`src/rtl/idu_arbiter_if.sv`:
```
// idu_arbiter_if: bundle of requester, idu and response signals around the idu arbiter.
//   master : requester/idu side (drives hold, req*, idu_data_out; reads grant and response)
//   slave  : arbiter side (drives gnt, idu_data_in, idu_mode, rsp_*)
//   hold          pipeline stall, no grants while high
//   req/req_lock  per-requester request and ownership-lock
//   req_mode      per-requester idu mode (1 = inc, 0 = dec)
//   req_data      flattened operands, slice i = req_data[i*DW +: DW]
//   gnt           one-hot grant
//   idu_data_in/idu_mode/idu_data_out  connection to the shared idu
//   rsp_valid/rsp_id/rsp_data          registered result tagged with requester id
interface idu_arbiter_if #(
    parameter int NREQ = 4,
    parameter int DW   = 16
);
    localparam int IDW = (NREQ > 1) ? $clog2(NREQ) : 1;

    logic                 hold;
    logic [NREQ-1:0]      req;
    logic [NREQ-1:0]      req_lock;
    logic [NREQ-1:0]      req_mode;
    logic [NREQ*DW-1:0]   req_data;
    logic [NREQ-1:0]      gnt;
    logic [DW-1:0]        idu_data_in;
    logic                 idu_mode;
    logic [DW-1:0]        idu_data_out;
    logic                 rsp_valid;
    logic [IDW-1:0]       rsp_id;
    logic [DW-1:0]        rsp_data;

    modport master (
        output hold, req, req_lock, req_mode, req_data, idu_data_out,
        input  gnt, idu_data_in, idu_mode, rsp_valid, rsp_id, rsp_data
    );

    modport slave (
        input  hold, req, req_lock, req_mode, req_data, idu_data_out,
        output gnt, idu_data_in, idu_mode, rsp_valid, rsp_id, rsp_data
    );
endinterface

```
`src/rtl/idu_arbiter.sv`:
```
// idu_arbiter: shares one 16-bit increment/decrement unit between PC, SP, HL and DMA.
// Round-robin arbitration with an optional per-grant lock that keeps ownership while the
// locked requester keeps req high. The winner is muxed onto the idu inputs; the idu result is
// registered and returned one cycle later tagged with the requester id.
// Ports:
//   clk    system clock, rising edge
//   rst_n  asynchronous active-low reset
//   bus    idu_arbiter_if.slave (requests, grant, idu connection, response)
module idu_arbiter #(
    parameter int NREQ = 4,
    parameter int DW   = 16
) (
    input  logic           clk,
    input  logic           rst_n,
    idu_arbiter_if.slave   bus
);
    localparam int IDW = (NREQ > 1) ? $clog2(NREQ) : 1;

    logic [IDW-1:0] rr_ptr;
    logic [IDW-1:0] lock_id;
    logic           lock_vld;
    logic [IDW-1:0] gnt_id;
    logic           gnt_any;

    // Lock has priority only while its owner still requests; otherwise fall through to
    // a round-robin search starting at rr_ptr.
    always_comb begin
        logic [IDW-1:0] cand;
        gnt_any = 1'b0;
        gnt_id  = '0;
        cand    = '0;
        if (!bus.hold) begin
            if (lock_vld && bus.req[lock_id]) begin
                gnt_any = 1'b1;
                gnt_id  = lock_id;
            end else begin
                for (int k = 0; k < NREQ; k++) begin
                    cand = IDW'((int'(rr_ptr) + k) % NREQ);
                    if (!gnt_any && bus.req[cand]) begin
                        gnt_any = 1'b1;
                        gnt_id  = cand;
                    end
                end
            end
        end
    end

    always_comb begin
        bus.gnt         = '0;
        bus.idu_data_in = '0;
        bus.idu_mode    = 1'b1;
        for (int i = 0; i < NREQ; i++) begin
            if (gnt_any && (gnt_id == IDW'(i))) begin
                bus.gnt[i]      = 1'b1;
                bus.idu_data_in = bus.req_data[i*DW +: DW];
                bus.idu_mode    = bus.req_mode[i];
            end
        end
    end

    always_ff @(posedge clk or negedge rst_n) begin
        if (!rst_n) begin
            rr_ptr        <= '0;
            lock_vld      <= 1'b0;
            lock_id       <= '0;
            bus.rsp_valid <= 1'b0;
            bus.rsp_id    <= '0;
            bus.rsp_data  <= '0;
        end else if (gnt_any) begin
            rr_ptr        <= (int'(gnt_id) == NREQ - 1) ? '0 : gnt_id + 1'b1;
            lock_vld      <= bus.req_lock[gnt_id];
            lock_id       <= gnt_id;
            bus.rsp_valid <= 1'b1;
            bus.rsp_id    <= gnt_id;
            bus.rsp_data  <= bus.idu_data_out;
        end else begin
            bus.rsp_valid <= 1'b0;
            // hold alone never drops the lock; only the owner withdrawing its request does
            if (lock_vld && !bus.req[lock_id]) begin
                lock_vld <= 1'b0;
            end
        end
    end
endmodule

```
`src/flat_wrapper.sv`:
```
// flat-port wrapper written by rule: the top's interface ports become plain ports
module idu_arbiter_flat 
#(
    parameter int NREQ = 4,
    parameter int DW   = 16
)
  (clk, rst_n, bus_hold, bus_req, bus_req_lock, bus_req_mode, bus_req_data, bus_idu_data_out, bus_gnt, bus_idu_data_in, bus_idu_mode, bus_rsp_valid, bus_rsp_id, bus_rsp_data);
  idu_arbiter_if #(.NREQ(NREQ), .DW(DW)) bus_i ();
  input  logic clk;
  input  logic rst_n;
  input wire logic [$bits(bus_i.hold)-1:0] bus_hold;
  input wire logic [$bits(bus_i.req)-1:0] bus_req;
  input wire logic [$bits(bus_i.req_lock)-1:0] bus_req_lock;
  input wire logic [$bits(bus_i.req_mode)-1:0] bus_req_mode;
  input wire logic [$bits(bus_i.req_data)-1:0] bus_req_data;
  input wire logic [$bits(bus_i.idu_data_out)-1:0] bus_idu_data_out;
  output wire logic [$bits(bus_i.gnt)-1:0] bus_gnt;
  output wire logic [$bits(bus_i.idu_data_in)-1:0] bus_idu_data_in;
  output wire logic [$bits(bus_i.idu_mode)-1:0] bus_idu_mode;
  output wire logic [$bits(bus_i.rsp_valid)-1:0] bus_rsp_valid;
  output wire logic [$bits(bus_i.rsp_id)-1:0] bus_rsp_id;
  output wire logic [$bits(bus_i.rsp_data)-1:0] bus_rsp_data;
  assign bus_i.hold = bus_hold;
  assign bus_i.req = bus_req;
  assign bus_i.req_lock = bus_req_lock;
  assign bus_i.req_mode = bus_req_mode;
  assign bus_i.req_data = bus_req_data;
  assign bus_i.idu_data_out = bus_idu_data_out;
  assign bus_gnt = bus_i.gnt;
  assign bus_idu_data_in = bus_i.idu_data_in;
  assign bus_idu_mode = bus_i.idu_mode;
  assign bus_rsp_valid = bus_i.rsp_valid;
  assign bus_rsp_id = bus_i.rsp_id;
  assign bus_rsp_data = bus_i.rsp_data;
  idu_arbiter #(.NREQ(NREQ), .DW(DW)) u_core (.clk(clk), .rst_n(rst_n), .bus(bus_i));
endmodule
```
`config.mk`:
```
export PLATFORM = sky130hd
export DESIGN_NAME = idu_arbiter_flat
export DESIGN_NICKNAME = d
export VERILOG_FILES = /design/src/rtl/idu_arbiter_if.sv /design/src/rtl/idu_arbiter.sv /design/src/flat_wrapper.sv
export SDC_FILE = /design/constraint.sdc
export NUM_CORES = 1
export LEC_CHECK = 0
export CAP_MARGIN = 30
export CORE_MARGIN = 10
export CORE_UTILIZATION = 34
export CTS_BUF_LIST = sky130_fd_sc_hd__clkbuf_8
export DETAILED_ROUTE_END_ITERATION = 12
export GPL_TIMING_DRIVEN = 1
export HOLD_SLACK_MARGIN = 0.02
export PLACE_DENSITY = 0.85
export REMOVE_ABC_BUFFERS = 1
export SLEW_MARGIN = 20
export SYNTH_ARGS = -nofsm -noshare
export SYNTH_HDL_FRONTEND = slang
export SYNTH_SLANG_ARGS = --single-unit
```
`constraint.sdc`:
```
create_clock -name clk -period 5 [get_ports clk]
set_input_delay 1 -clock clk [delete_from_list [all_inputs] [get_ports clk]]
set_output_delay 1 -clock clk [all_outputs]
set_load 0.03 [all_outputs]
```
### Yosys cells after proc, flatten, opt, wreduce, memory -nomap -nowiden

Index checks and enable logic that the tools add are counted.

| storage, ports and cells | value |
|---|---|
| register bits after elaboration | 22 |
| bits of input ports | 95 |
| output and inout port bits | 40 |

| cells by class | value |
|---|---|
| add/sub/neg operators | 4 |
| order comparisons | 6 |
| equal/unequal tests | 4 |
| muxes and demuxes | 46 |
| reductions and logical operators | 15 |

Operator list:

| kind | count |
|---|---|
| $mux 16 | 4 |
| $mux 1 | 29 |
| $lt 2x3->1 const B | 6 |
| $mux 2 | 7 |
| $bmux 1 s2 | 6 |
| $logic_and 1x1->1 | 9 |
| $add 2x1->2 const B | 2 |
| $add 2x2->2 const B | 2 |
| $eq 2x1->1 const B | 2 |
| $eq 2x2->1 const B | 2 |
| $logic_not 1->1 | 4 |
| $logic_not 2->1 | 1 |
| $reduce_bool 2->1 | 1 |

### Depth between registers and ports, before layout

Gate-level depths: netlist (run 1).

| logic depth | value |
|---|---|
| depth after elaboration | 26 |
| mapped depth | 15 |
| gate-level depth less buffers | 11 |

### Worst setup path after synthesis (run 1)

No wires, ideal clock.

| timing | value |
|---|---|
| path type | in2out |
| start point | input bus_req[3] |
| end point | output bus_idu_data_in[0] |
| arrival time | 3543 ps |
| required time | 4000 ps |
| slack | 457 ps |
| cell stages on the path | 12 |
| buffers on the path | 2 |
| path through | mux2_1 a22o_1 o21a_1 nand2b_1 inv_1 ha_1 clkbuf_1 nand2_1 inv_1 clkbuf_1 nand2_1 o21ai_1 |

| on the way | value |
|---|---|
| longest elaborated chain between the ends | 26 |

Ends and longest elaborated chain:

| what | RTL line | source |
|---|---|---|
| from (decl) | flat_wrapper.sv:12 | `input wire logic [$bits(bus_i.req)-1:0] bus_req;` |
| $bmux 1 s2 | idu_arbiter.sv:39 | `if (!gnt_any && bus.req[cand]) begin` |
| $mux 1 (not written as such) | idu_arbiter.sv:39 |  |
| $mux 1 | idu_arbiter.sv:39 |  |
| $mux 1 | idu_arbiter.sv:33 | `if (lock_vld && bus.req[lock_id]) begin` |
| $mux 1 | idu_arbiter.sv:32 | `if (!bus.hold) begin` |
| $logic_not 1->1 | idu_arbiter.sv:39 |  |
| $logic_and 1x1->1 | idu_arbiter.sv:39 |  |
| $mux 1 | idu_arbiter.sv:39 |  |
| (+9 left out) | - |  |
| $mux 2 | idu_arbiter.sv:39 |  |
| $mux 2 (*) | idu_arbiter.sv:33 |  |
| $mux 2 (*) | idu_arbiter.sv:32 |  |
| net u_core.gnt_id[0] | idu_arbiter.sv:22 | `logic [IDW-1:0] gnt_id;` |
| $logic_not 2->1 | idu_arbiter.sv:53 | `if (gnt_any && (gnt_id == IDW'(i))) begin` |
| $logic_and 1x1->1 | idu_arbiter.sv:53 |  |
| $mux 16 (3 in series) | idu_arbiter.sv:53 |  |
| $mux 16 (*) | idu_arbiter.sv:53 |  |
| to (decl) | flat_wrapper.sv:18 | `output wire logic [$bits(bus_i.idu_data_in)-1:0] bus_idu_data_in;` |

Mark *: on every way through the listed nets, which the timed path passes. The rest lies on a longest branch. The select of a mux whose other input is x is not followed.

### Worst setup path after layout (run 1)

| timing | value |
|---|---|
| start point | input bus_req[3] |
| end point | output bus_idu_data_in[4] |

| on the way | value |
|---|---|
| longest elaborated chain between the ends | 26 |

Ends and longest elaborated chain:

| what | RTL line |
|---|---|
| $bmux 1 s2 | idu_arbiter.sv:39 |
| $mux 1 (not written as such) | idu_arbiter.sv:39 |
| $mux 1 | idu_arbiter.sv:39 |
| $mux 1 | idu_arbiter.sv:33 |
| $mux 1 | idu_arbiter.sv:32 |
| $logic_not 1->1 | idu_arbiter.sv:39 |
| $logic_and 1x1->1 | idu_arbiter.sv:39 |
| $mux 1 | idu_arbiter.sv:39 |
| (+8 left out) | - |
| $logic_and 1x1->1 | idu_arbiter.sv:39 |
| $mux 2 | idu_arbiter.sv:39 |
| $mux 2 | idu_arbiter.sv:33 |
| $mux 2 | idu_arbiter.sv:32 |
| $logic_not 2->1 | idu_arbiter.sv:53 |
| $logic_and 1x1->1 | idu_arbiter.sv:53 |
| $mux 16 (3 in series) | idu_arbiter.sv:53 |
| $mux 16 (*) | idu_arbiter.sv:53 |

Every way passes the cells marked *; elsewhere a longest branch is shown, timed or not. The select of a mux whose other input is x is not followed.

==> flow_metrics.py, run 1 <==
metrics = {
    "status": {
        "status": "finished clean",
    },
    "drt": {
        "vias": 2029,
        "viasPerCell": 5.06,
        "drt_first_pass_iters": 4,
        "routed_wl_mm": 6.89,
        "drtIter0Drc": 106,
        "ant_nets": 0,
        "routed.top_layer": "met4",
        "routed-wl-met3_microns": 620,
        "m1WireLength_mm": 2.85,
        "drc": 0,
        "met2_length_mm": 3.35,
        "routedWlPerCell_microns": 17.2,
    },
    "synth": {
        "yosys_warnings": 0,
        "synth_top_cell_by_area": "dfrtp_1",
        "synth-edff-count": 0,
        "netlist_area_sq_um": 1680,
        "ys_top_cells_by_area": "dfrtp_1 (33%), mux2_2 (12%), a2bb2oi_1 (5.7%), nand2_1 (5.6%), a21oi_1 (3.9%)",
        "seq_area_frac_synth_pct": 32.7,
        "async_flop_share_pct": 100,
        "ys_seq_elements": 22,
        "syn_avg_cell_area_sq_um": 8.82,
        "postSynthCellCount": 191,
        "netlist-cell-type-count": 37,
        "synthFlopType": "dfrtp_1",
        "synth_top_area_share_pct": 32.7,
    },
    "timing": {
        "whs_ps": 508,
        "max_slew.worst_pin.slew_ps": 381,
        "maxSlewHeadroom_pct": 74.6,
        "finalClockSkew_ps": 5.44,
        "rsz0062_at_grt": "no",
        "drv_slew": 0,
        "fin_crit_ps": 4780,
        "period_share_pct": 95.7,
        "worst_slack_ps": 217,
        "clock.fmax_mhz": 209,
        "finalSetupViolations": 0,
        "hold_viol_final": 0,
    },
    "setup_path": {
        "critPathCapture": "bus_idu_data_in[4]",
        "required_ps": 4000,
        "worst_setup_path_start_kind": "input port",
        "r2r_start": "u_core.bus.rsp_id[0]$_DFFE_PN0P_",
        "crit_arrival_ps": 3780,
        "end_kind": "primary output",
        "critPathMaxFanout": 32,
        "r2r-end": "u_core.lock_vld$_DFFE_PN0P_",
        "crit_start": "bus_req[3]",
        "reg2reg_slack_ps": 2680,
        "reg2regPathDepth": 8,
        "path_class": "in -> out",
    },
    "finish": {
        "layout.cells.non_filler": 401,
        "diodes": 0,
        "area_growth_pct": 91.2,
        "drive_above_1_share_pct": 18.6,
        "finalNetCount": 432,
    },
    "place": {
        "place.gp.congestion": 0.921,
        "io_buffers": 134,
        "dp_cells": 395,
        "place_hpwl_mm": 5.77,
        "place_ws_ps": -171,
    },
    "power": {
        "p_int_mw": 0.855,
        "p_clk_share_pct": 10.1,
        "ir_drop_uv": 266,
        "p_switching_mw": 0.712,
        "p_comb_share_pct": 72.8,
        "swShare_pct": 45.5,
        "powerDensity_nw_per_um2": 487,
        "p_leak_nw": 1.41,
        "p_seq_share_pct": 17.1,
    },
    "die": {
        "die-area_sq_um": 8170,
        "row_count": 25,
        "io_pins": 135,
        "fp.dieW_microns": 90.4,
        "initial_core_util_pct": 35.4,
        "core-area_sq_um": 4750,
        "die_height_microns": 90.4,
    },
    "clocking": {
        "cts-buffers-inserted": 3,
        "htreeDepth": 1,
        "clkLatencyLatePin_ps": 250,
        "ctsHoldBuffers": 0,
        "cts.clk_slew.worst_paths_ps": 80,
        "cts_tree": "yes",
        "clkSinkCount": 22,
        "cts_root_buffer": "clkbuf_8",
        "clockBufferDepth": 2,
    },
    "grt": {
        "grt.total_usage_pct": 16.2,
        "grt_max_degree": 33,
        "antenna_found_initial": 0,
        "grt_pass1_wl_mm": 11.2,
        "grt_overflow": 0,
        "grt_pass1_vias": 2066,
    },
    "worst_hold_path": {
        "hold_class": "reg -> reg",
    },
    "job": {
        "maxCapViolCount": 0,
    },
}
==> registers in the layout (all words and copies together) (netlist names) <==
name                  count
u_core.rr_ptr             2
u_core.bus.rsp_id         2
u_core.bus.rsp_data      16
u_core.lock_vld           1
u_core.bus.rsp_valid      1
==> cell usage after synthesis (all sizes together), types with 2 or more instances <==
cell / n
nand2: 25
dfrtp: 22
o21ai: 22
mux2: 19
nor2: 16
a21oi: 13
a2bb2oi: 11
buf: 8
inv: 8
a21o: 7
a222oi: 6
clkbuf: 5
and2: 3
nand2b: 3
ha: 2
mux4: 2
nor2b: 2
o21a: 2
o31ai: 2
==> logic make-up (layout without fill, tap and decap cells) <==
logic type / after synthesis / count (layout) / share of synthesized area [%]
fa+ha+maj: 2 / 2 / 1.49
simple gates: 53 / 53 / 14.3
flops: 22 / 22 / 32.7
compound gates: 70 / 70 / 29.0
buf+inv: 22 / 165 / 6.61
mux: 22 / 22 / 16.0
==> layer usage <==
layer  global-route usage [%]  up-vias
met5                        0        -
met4                     2.39        0
met3                     5.99        6
met2                     27.6       86
met1                     19.3      947
li1                         -      990
==> stage by stage <==
| stage | area [sq um] | util (%) | setup TNS (ps) | power [mW] |
|---|---|---|---|---|
| detailed placement | 3120 | 65.7 | -608 | 1.43 |
| global placement | 3110 | 65.4 | -108 | 1.41 |
| floorplan | 1610 | - | 0 | 0.951 |
| global route | 3220 | 67.7 | 0 | 1.68 |
| finish | 3220 | 67.7 | 0 | 1.57 |
| CTS | 3190 | 67.2 | 0 | 1.58 |
==> how the worst min path moves through the flow <==
| stage | start | endpoint | slack, ps | depth (start not counted) |
|---|---|---|---|---|
| final | u_core.bus.rsp_data[8]$_DFFE_PN0P_ | u_core.bus.rsp_data[8]$_DFFE_PN0P_ | 510 | 1 |
| after global routing | u_core.bus.rsp_data[14]$_DFFE_PN0P_ | u_core.bus.rsp_data[14]$_DFFE_PN0P_ | 530 | 1 |
| after CTS | u_core.bus.rsp_data[8]$_DFFE_PN0P_ | u_core.bus.rsp_data[8]$_DFFE_PN0P_ | 510 | 1 |
| after detailed placement | u_core.bus.rsp_data[8]$_DFFE_PN0P_ | u_core.bus.rsp_data[8]$_DFFE_PN0P_ | 490 | 1 |
| after global placement | u_core.bus.rsp_data[8]$_DFFE_PN0P_ | u_core.bus.rsp_data[8]$_DFFE_PN0P_ | 490 | 1 |
| after floorplan | u_core.rr_ptr[0]$_DFFE_PN0P_ | u_core.rr_ptr[0]$_DFFE_PN0P_ | 600 | 2 |
==> critical path: stages <==
cell             delay, ps
clkdlybuf4s50_1        500
mux2_1                 360
a22o_1                 300
a211oi_2               240
nor2_2                  60
buf_4                  250
and4b_1                340
a222oi_1               280
nor2_1                  80
dlygate4sd2_1          360
==> power groups by stage <==
stage               combinational [mW]  clock, mW  sequential, mW
finish                            1.14      0.159           0.267
global route                      1.23      0.174           0.278
CTS                               1.14      0.166           0.267
detailed placement                1.16          0           0.271
global placement                  1.15          0           0.268
floorplan                        0.619          0           0.332
==> cells in the final DEF (no fill, tap or decap), drive strengths merged, types with 2 or more instances in the layout <==
master | synthesis | final
clkdlybuf4s50 | 0 | 114
buf | 8 | 32
nand2 | 25 | 25
dfrtp | 22 | 22
o21ai | 22 | 22
mux2 | 19 | 19
nor2 | 16 | 16
a21oi | 13 | 13
a2bb2oi | 11 | 11
inv | 8 | 7
a21o | 7 | 7
a222oi | 6 | 6
dlygate4sd2 | 0 | 5
and2 | 3 | 3
nand2b | 3 | 3
clkbuf | 5 | 3
nor2b | 2 | 2
o21a | 2 | 2
mux4 | 2 | 2
o31ai | 2 | 2
ha | 2 | 2
==> cell type report <==
| cell class | count | area (sq um) |
|---|---|---|
| Clock buffer | 3 | 41.3 |
| Clock inverter | 1 | 30.0 |
| Fill cell | 399 | 1530 |
| Inverter | 9 | 37.5 |
| Multi-Input combinational cell | 147 | 1030 |
| Sequential cell | 22 | 551 |
| Tap cell | 67 | 83.8 |
| Timing Repair Buffer | 152 | 1450 |
==> repair_timing <==
| action | 4_1_cts | 5_1_grt |
|---|---|---|
| setup buffers | 0 | 2 |
| endpoints found under the setup margin | 14 | 18 |
| endpoints found under the hold margin | 0 | 0 |
| gates resized for setup | 6 | 4 |
| pin swaps | 0 | 1 |
Power figures use the tool's default switching activity.
==> inputs of run 2 (changes only) <==
--- a/config.mk
+++ b/config.mk
@@ -5,10 +5,12 @@
 export SDC_FILE = /design/constraint.sdc
 export NUM_CORES = 1
 export LEC_CHECK = 0
+export ABC_AREA = 1
 export CAP_MARGIN = 30
 export CORE_MARGIN = 10
-export CORE_UTILIZATION = 34
+export CORE_UTILIZATION = 39
 export CTS_BUF_LIST = sky130_fd_sc_hd__clkbuf_8
+export CTS_CLUSTER_DIAMETER = 80
 export DETAILED_ROUTE_END_ITERATION = 12
 export GPL_TIMING_DRIVEN = 1
 export HOLD_SLACK_MARGIN = 0.02
@@ -18,3 +20,4 @@
 export SYNTH_ARGS = -nofsm -noshare
 export SYNTH_HDL_FRONTEND = slang
 export SYNTH_SLANG_ARGS = --single-unit
+export TNS_END_PERCENT = 50
==> run 2 against run 1 <==
  * Cell area is 12% higher
  * Clock power decreased by 21%
  * Via count grew 27%
  * Critical path type unchanged
  * Critical endpoint is now bus_idu_data_in[0]
==> flow_metrics.py, run 2 <==
metrics = {
    "status": {
        "status": "finished clean",
    },
    "synth": {
        "synthMuxAreaShare_pct": 0,
        "synth_fa_ha_area_share_pct": 1.11,
        "synthTopCellsByCount": "nand2_1 (125), inv_1 (48), nand3_1 (39)",
        "netlist_area_sq_um": 2260,
        "yosysMostFrequentCell": "nand2_1",
        "synthFlopType": "dfrtp_1",
        "synth_top_family_by_area": "simple AND/OR/NAND/NOR gates",
        "seq_area_frac_synth_pct": 24.4,
        "synth-xor-area-share_pct": 0,
        "synth-edff-count": 0,
        "syn_avg_cell_area_sq_um": 6.37,
        "yosys_warnings": 0,
        "synth_compound_area_share_pct": 7.48,
        "netlist-cell-type-count": 26,
        "synth_top_area_share_pct": 24.4,
        "postSynthCellCount": 355,
        "async_flop_share_pct": 100,
        "synth_top_cell_by_area": "dfrtp_1",
        "ys_seq_elements": 22,
        "ys_top_cells_by_area": "dfrtp_1 (24%), nand2_1 (21%), nand3_1 (8.6%), inv_1 (8.0%), nand2_2 (4.7%)",
        "yosys.area_share.simple_pct": 51.2,
    },
    "place": {
        "place_hpwl_mm": 6.55,
        "io_buffers": 134,
        "place_ws_ps": 384,
        "dpl_cell_area_sq_um": 3530,
        "dp_cells": 547,
        "place.gp.congestion": 0.857,
    },
    "power": {
        "p_leak_nw": 1.84,
        "ir_drop_uv": 564,
        "powerDensity_nw_per_um2": 746,
        "p_total_mw": 2.69,
    },
    "timing": {
        "finalClockSkew_ps": 1.55,
        "finalSetupViolations": 0,
        "period_share_pct": 92.4,
        "fin_crit_ps": 4620,
        "whs_ps": 482,
        "rsz0062_at_grt": "no",
        "hold_viol_final": 0,
        "tns_ps": 0,
        "worst_slack_ps": 380,
        "max_slew.worst_pin.slew_ps": 493,
        "drv_slew": 0,
        "maxSlewHeadroom_pct": 67.0,
        "clock.fmax_mhz": 216,
    },
    "die": {
        "io_pins": 135,
        "die-area_sq_um": 9240,
        "core-area_sq_um": 5570,
        "die_height_microns": 96.1,
        "fp.dieW_microns": 96.1,
        "initial_core_util_pct": 40.5,
        "row_count": 27,
    },
    "finish": {
        "area_growth_pct": 59.4,
        "largest_reg_flops": 16,
        "stdcell_area_sq_um": 3600,
        "drive_above_1_share_pct": 16.9,
        "final_util_pct": 64.6,
        "layout.cells.non_filler": 552,
        "regMostFlops": "u_core.bus.rsp_data",
        "diodes": 0,
        "layout_commonest_cell": "nand2_1",
        "reg_top3": "u_core.bus.rsp_data: 16 flops, u_core.bus.rsp_id: 2 flops, u_core.rr_ptr: 2 flops",
        "finalNetCount": 578,
        "mostFrequentLayoutCells": "nand2_1 (125), clkdlybuf4s50_1 (116), inv_1 (48)",
    },
    "clocking": {
        "postCtsResizedCells": 0,
        "post_cts_buffers": 0,
        "htreeDepth": 1,
        "cts-buffers-inserted": 3,
        "cts_tree": "yes",
        "ctsHoldBuffers": 0,
        "cts.clk_slew.worst_paths_ps": 80,
        "clkSinkCount": 22,
        "cts_root_buffer": "clkbuf_8",
        "clockBufferDepth": 2,
        "clkLatencyLatePin_ps": 260,
    },
    "setup_path": {
        "required_ps": 4000,
        "end_kind": "primary output",
        "crit_arrival_ps": 3620,
        "reg2reg_slack_ps": 2860,
        "path_class": "in -> out",
        "critPathMaxFanout": 25,
        "worst_setup_path_start_kind": "input port",
    },
    "grt": {
        "grt.total_usage_pct": 16.7,
        "grt_overflow": 0,
        "grt_pass1_vias": 2586,
        "grt_pass1_wl_mm": 12.7,
        "grt_max_degree": 26,
        "antenna_found_initial": 0,
    },
    "drt": {
        "drtIter0Drc": 87,
        "viasPerCell": 4.66,
        "vias": 2574,
        "drc": 0,
        "routed_wl_mm": 8.01,
        "routedWlPerCell_microns": 14.5,
        "ant_nets": 0,
        "drt_first_pass_iters": 4,
    },
    "job": {
        "maxCapViolCount": 0,
    },
    "worst_hold_path": {
        "hold_class": "reg -> reg",
    },
}
## run 2: final timing paths
check | depth (start not counted) | to | start
setup / recovery | 18 | bus_idu_data_in[0] | bus_req[3]
hold / removal | 2 | u_core.bus.rsp_data[2]$_DFFE_PN0P_ | u_core.bus.rsp_data[2]$_DFFE_PN0P_
setup reg to reg | 15 | u_core.lock_vld$_DFFE_PN0P_ | u_core.rr_ptr[0]$_DFFE_PN0P_
hold reg to reg | 2 | u_core.bus.rsp_data[2]$_DFFE_PN0P_ | u_core.bus.rsp_data[2]$_DFFE_PN0P_
max in group asynchronous | 2 | u_core.rr_ptr[0]$_DFFE_PN0P_ | rst_n
min in group asynchronous | 1 | u_core.bus.rsp_data[1]$_DFFE_PN0P_ | rst_n
## run 2: logic make-up (layout without fill, tap and decap cells)
kind of cell / count (synthesis) / count (layout)
DFF: 22 / 22
and+or+nand+nor: 231 / 231
adders and majority gates: 2 / 2
buffers and inverters: 73 / 198
AOI/OAI and AO/OA: 27 / 27
## run 2: power breakdown
group	total, mW	switching, mW	leakage, nW	internal [mW]
clock	0.126	0.0558	0.0288	0.0701
combinational	2.25	1.44	1.54	0.813
sequential	0.313	0.0603	0.268	0.252
total	2.69	1.55	1.84	1.14
## run 2: critical path: stages
cell and delay (ps):
clkdlybuf4s50_1 440, inv_1 70, nand2_1 60, nand3_1 120, nand2_1 110, nor2_4 150
nand3_1 100, nand3_2 90, nand2_4 60, nand2_8 100, nand2_8 130, inv_1 110
ha_1 190, nand2_4 180, inv_1 340, nand2_1 100, nand2_1 90, buf_4 160
## run 2: area by class of cell
| type | instances | area [sq um] |
|---|---|---|
| Fill cell | 509 | 1970 |
| Multi-Input combinational cell | 260 | 1350 |
| Timing Repair Buffer | 138 | 1330 |
| Sequential cell | 22 | 551 |
| Inverter | 56 | 220 |
| Tap cell | 72 | 90.1 |
| Clock buffer | 4 | 55.1 |
## run 2: routing by layer
metal | GRT usage, % | routed length [microns] | vias to the layer above | part of all wire [%]
li1 | - | - | 1345 | -
met1 | 18.7 | 3080 | 1153 | 38
met2 | 30.5 | 4260 | 68 | 53
met3 | 4.98 | 575 | 8 | 7.2
met4 | 3.44 | 94 | 0 | 1.2
met5 | 0 | 0 | - | 0
==> inputs of run 3 (changes only) <==
--- a/config.mk
+++ b/config.mk
@@ -8,13 +8,13 @@
 export ABC_AREA = 1
 export CAP_MARGIN = 30
 export CORE_MARGIN = 10
-export CORE_UTILIZATION = 39
+export CORE_UTILIZATION = 35
 export CTS_BUF_LIST = sky130_fd_sc_hd__clkbuf_8
 export CTS_CLUSTER_DIAMETER = 80
 export DETAILED_ROUTE_END_ITERATION = 12
 export GPL_TIMING_DRIVEN = 1
 export HOLD_SLACK_MARGIN = 0.02
-export PLACE_DENSITY = 0.85
+export PLACE_DENSITY = 0.81
 export REMOVE_ABC_BUFFERS = 1
 export SLEW_MARGIN = 20
 export SYNTH_ARGS = -nofsm -noshare
==> constraint.sdc (replaced) <==
create_clock -name clk -period 4 [get_ports clk]
set_input_delay 0.8 -clock clk [delete_from_list [all_inputs] [get_ports clk]]
set_output_delay 0.8 -clock clk [all_outputs]
set_load 0.03 [all_outputs]
==> run 3 against run 2 <==
  * Via count up 4.5%
  * Critical path type unchanged
  * Highest routed layer unchanged
  * Cell area up 6.2%
  * Combinational power up 35%
  * First-iteration DRC count down 18%
  * Clock power up 60%
  * Utilization down 4.0 points
  * Critical path depth up 1
==> flow_metrics.py, run 3 (synthesis gave the netlist of run 2 again) <==
metrics = {
    "drt": {
        "routed_wl_mm": 8.28,
        "viasPerCell": 4.70,
        "drc": 0,
        "routedWlPerCell_microns": 14.5,
        "drt_first_pass_iters": 4,
        "vias": 2691,
        "drtIter0Drc": 71,
        "ant_nets": 0,
    },
    "grt": {
        "antenna_found_initial": 0,
        "grt.total_usage_pct": 14.8,
        "grt_overflow": 0,
        "grt_max_degree": 26,
        "grt_pass1_wl_mm": 12.6,
        "grt_pass1_vias": 2602,
    },
    "die": {
        "core-area_sq_um": 6310,
        "io_pins": 135,
        "die-area_sq_um": 10100,
        "row_count": 29,
        "fp.dieW_microns": 100,
        "die_height_microns": 100,
        "initial_core_util_pct": 35.8,
    },
    "timing": {
        "clock.fmax_mhz": 260,
        "max_slew.worst_pin.slew_ps": 442,
        "finalSetupViolations": 0,
        "hold_viol_final": 0,
        "tns_ps": 0,
        "drv_slew": 0,
        "fin_crit_ps": 3840,
        "worst_slack_ps": 158,
        "finalClockSkew_ps": 2.18,
        "maxSlewHeadroom_pct": 70.4,
        "period_share_pct": 96.1,
    },
    "finish": {
        "largest_reg_flops": 16,
        "layout_commonest_cell": "nand2_1",
        "fillers": 548,
        "multi_input_area_sq_um": 1420,
        "area_growth_pct": 69.3,
        "finalNetCount": 594,
        "drive_above_1_share_pct": 22.4,
        "reg_top3": "u_core.bus.rsp_data: 16 flops, u_core.bus.rsp_id: 2 flops, u_core.rr_ptr: 2 flops",
        "seqCellArea_sq_um": 551,
        "regMostFlops": "u_core.bus.rsp_data",
        "diodes": 0,
        "mostFrequentLayoutCells": "nand2_1 (121), clkdlybuf4s50_1 (113), inv_1 (46)",
    },
    "clocking": {
        "cts-buffers-inserted": 3,
        "htreeDepth": 1,
        "cts.clk_slew.worst_paths_ps": 70,
        "cts_tree": "yes",
        "cts_root_buffer": "clkbuf_8",
        "ctsHoldBuffers": 0,
        "clkLatencyLatePin_ps": 260,
        "clkSinkCount": 22,
        "clockBufferDepth": 2,
    },
    "setup_path": {
        "required_ps": 3200,
        "critPathMaxFanout": 8,
        "slowest_delay_ps": 430,
        "end_kind": "primary output",
        "path_class": "in -> out",
        "crit_family": "simple AND/OR/NAND/NOR gates",
        "cpMostUsedCell": "nand2_8",
        "worst_setup_path_start_kind": "input port",
        "worstPathCellList": "clkdlybuf4s50_1 > inv_1 > nand2_1 > nand3_2 > nand2_2 > nor2_4 > nand3_1 > nand3_2 > nand2_4 > nand2_8 > nand2_8 > inv_2 > ha_4 > nand2_8 > buf_4 > nand2_1 > inv_1 > a21oi_2 > buf_4",
        "crit_arrival_ps": 3040,
        "cp.buffers_inverters": 6,
        "crit_slowest_cell": "clkdlybuf4s50_1",
    },
    "job": {
        "maxCapViolCount": 0,
    },
    "place": {
        "io_buffers": 134,
        "place_hpwl_mm": 6.51,
        "place.gp.congestion": 0.868,
        "place_ws_ps": -1.07,
    },
    "power": {
        "powerDensity_nw_per_um2": 949,
        "ir_drop_uv": 752,
        "p_leak_nw": 1.91,
    },
    "worst_hold_path": {
        "hold_class": "reg -> reg",
    },
    "status": {
        "status": "finished clean",
    },
}
## run 3: cell count changes in the layout (fill, tap and decap cells not counted), sizes merged
cell,delta
buf,+16
bufinv,+1
clkbuf,-1
clkdlybuf4s50,-3
clkinvlp,+2
inv,-1
nand2,+2
## run 3: final cells by class
type / count / area share, %
inverters: 56 / 5.99
flip-flops and latches: 22 / 14.4
repair inverters: 1 / 0.196
clock buffers: 3 / 1.08
clock inverters: 1 / 0.785
well taps: 77 / 2.52
multi-input cells: 262 / 37.2
repair buffers: 151 / 37.8
## run 3: worst paths after layout
check | start | to | slack [ps] | cells past startpoint
max | bus_req[1] | bus_idu_data_in[10] | 160 | 19
min | u_core.bus.rsp_data[7]$_DFFE_PN0P_ | u_core.bus.rsp_data[7]$_DFFE_PN0P_ | 480 | 2
max reg2reg | u_core.rr_ptr[0]$_DFFE_PN0P_ | u_core.rr_ptr[1]$_DFFE_PN0P_ | 1800 | 13
min reg2reg | u_core.bus.rsp_data[7]$_DFFE_PN0P_ | u_core.bus.rsp_data[7]$_DFFE_PN0P_ | 480 | 2
max in group asynchronous | rst_n | u_core.bus.rsp_id[0]$_DFFE_PN0P_ | 2710 | 2
min in group asynchronous | rst_n | u_core.bus.rsp_valid$_DFF_PN0_ | 850 | 1
## run 3: layer usage
| layer | vias up | GRT usage, % | share of wire (%) |
|---|---|---|---|
| met1 | 1217 | 17.0 | 40 |
| met5 | - | 0 | 0 |
| met4 | 0 | 3.91 | 1.2 |
| met2 | 90 | 25.5 | 50 |
| li1 | 1376 | - | - |
| met3 | 8 | 5.29 | 9.4 |
## run 3: power breakdown
group	internal, mW	switching, mW
clock network	0.133	0.0687
logic	1.15	1.88
registers	0.316	0.0817
total	1.60	2.03
## run 3: worst reg2reg max path: cells and delay by family, from the launching register on
kind	cells	cell delay [ps]
buffers and inverters	4	670
flip-flops	1	580
AND/OR/NAND/NOR	8	740
AO/OA/AOI/OAI	1	80
## run 3: through the flow
step	cell area (sq um)	utilization (%)	hold slack, ps	power, mW	cells
after CTS	3650	57.9	488	3.49	563
after global routing	3820	60.6	513	3.93	573
after detailed placement	3580	56.7	467	3.28	559
final	3820	60.6	480	3.63	573
after global placement	3580	56.7	461	3.23	559
after floorplan	2120	-	496	2.27	338
## run 3: what timing repair did
action                                  4_1_cts  5_1_grt
endpoints found under the hold margin         0        0
gates resized for setup                       0       20
endpoints found under the setup margin        0       18
setup buffers                                 0        6
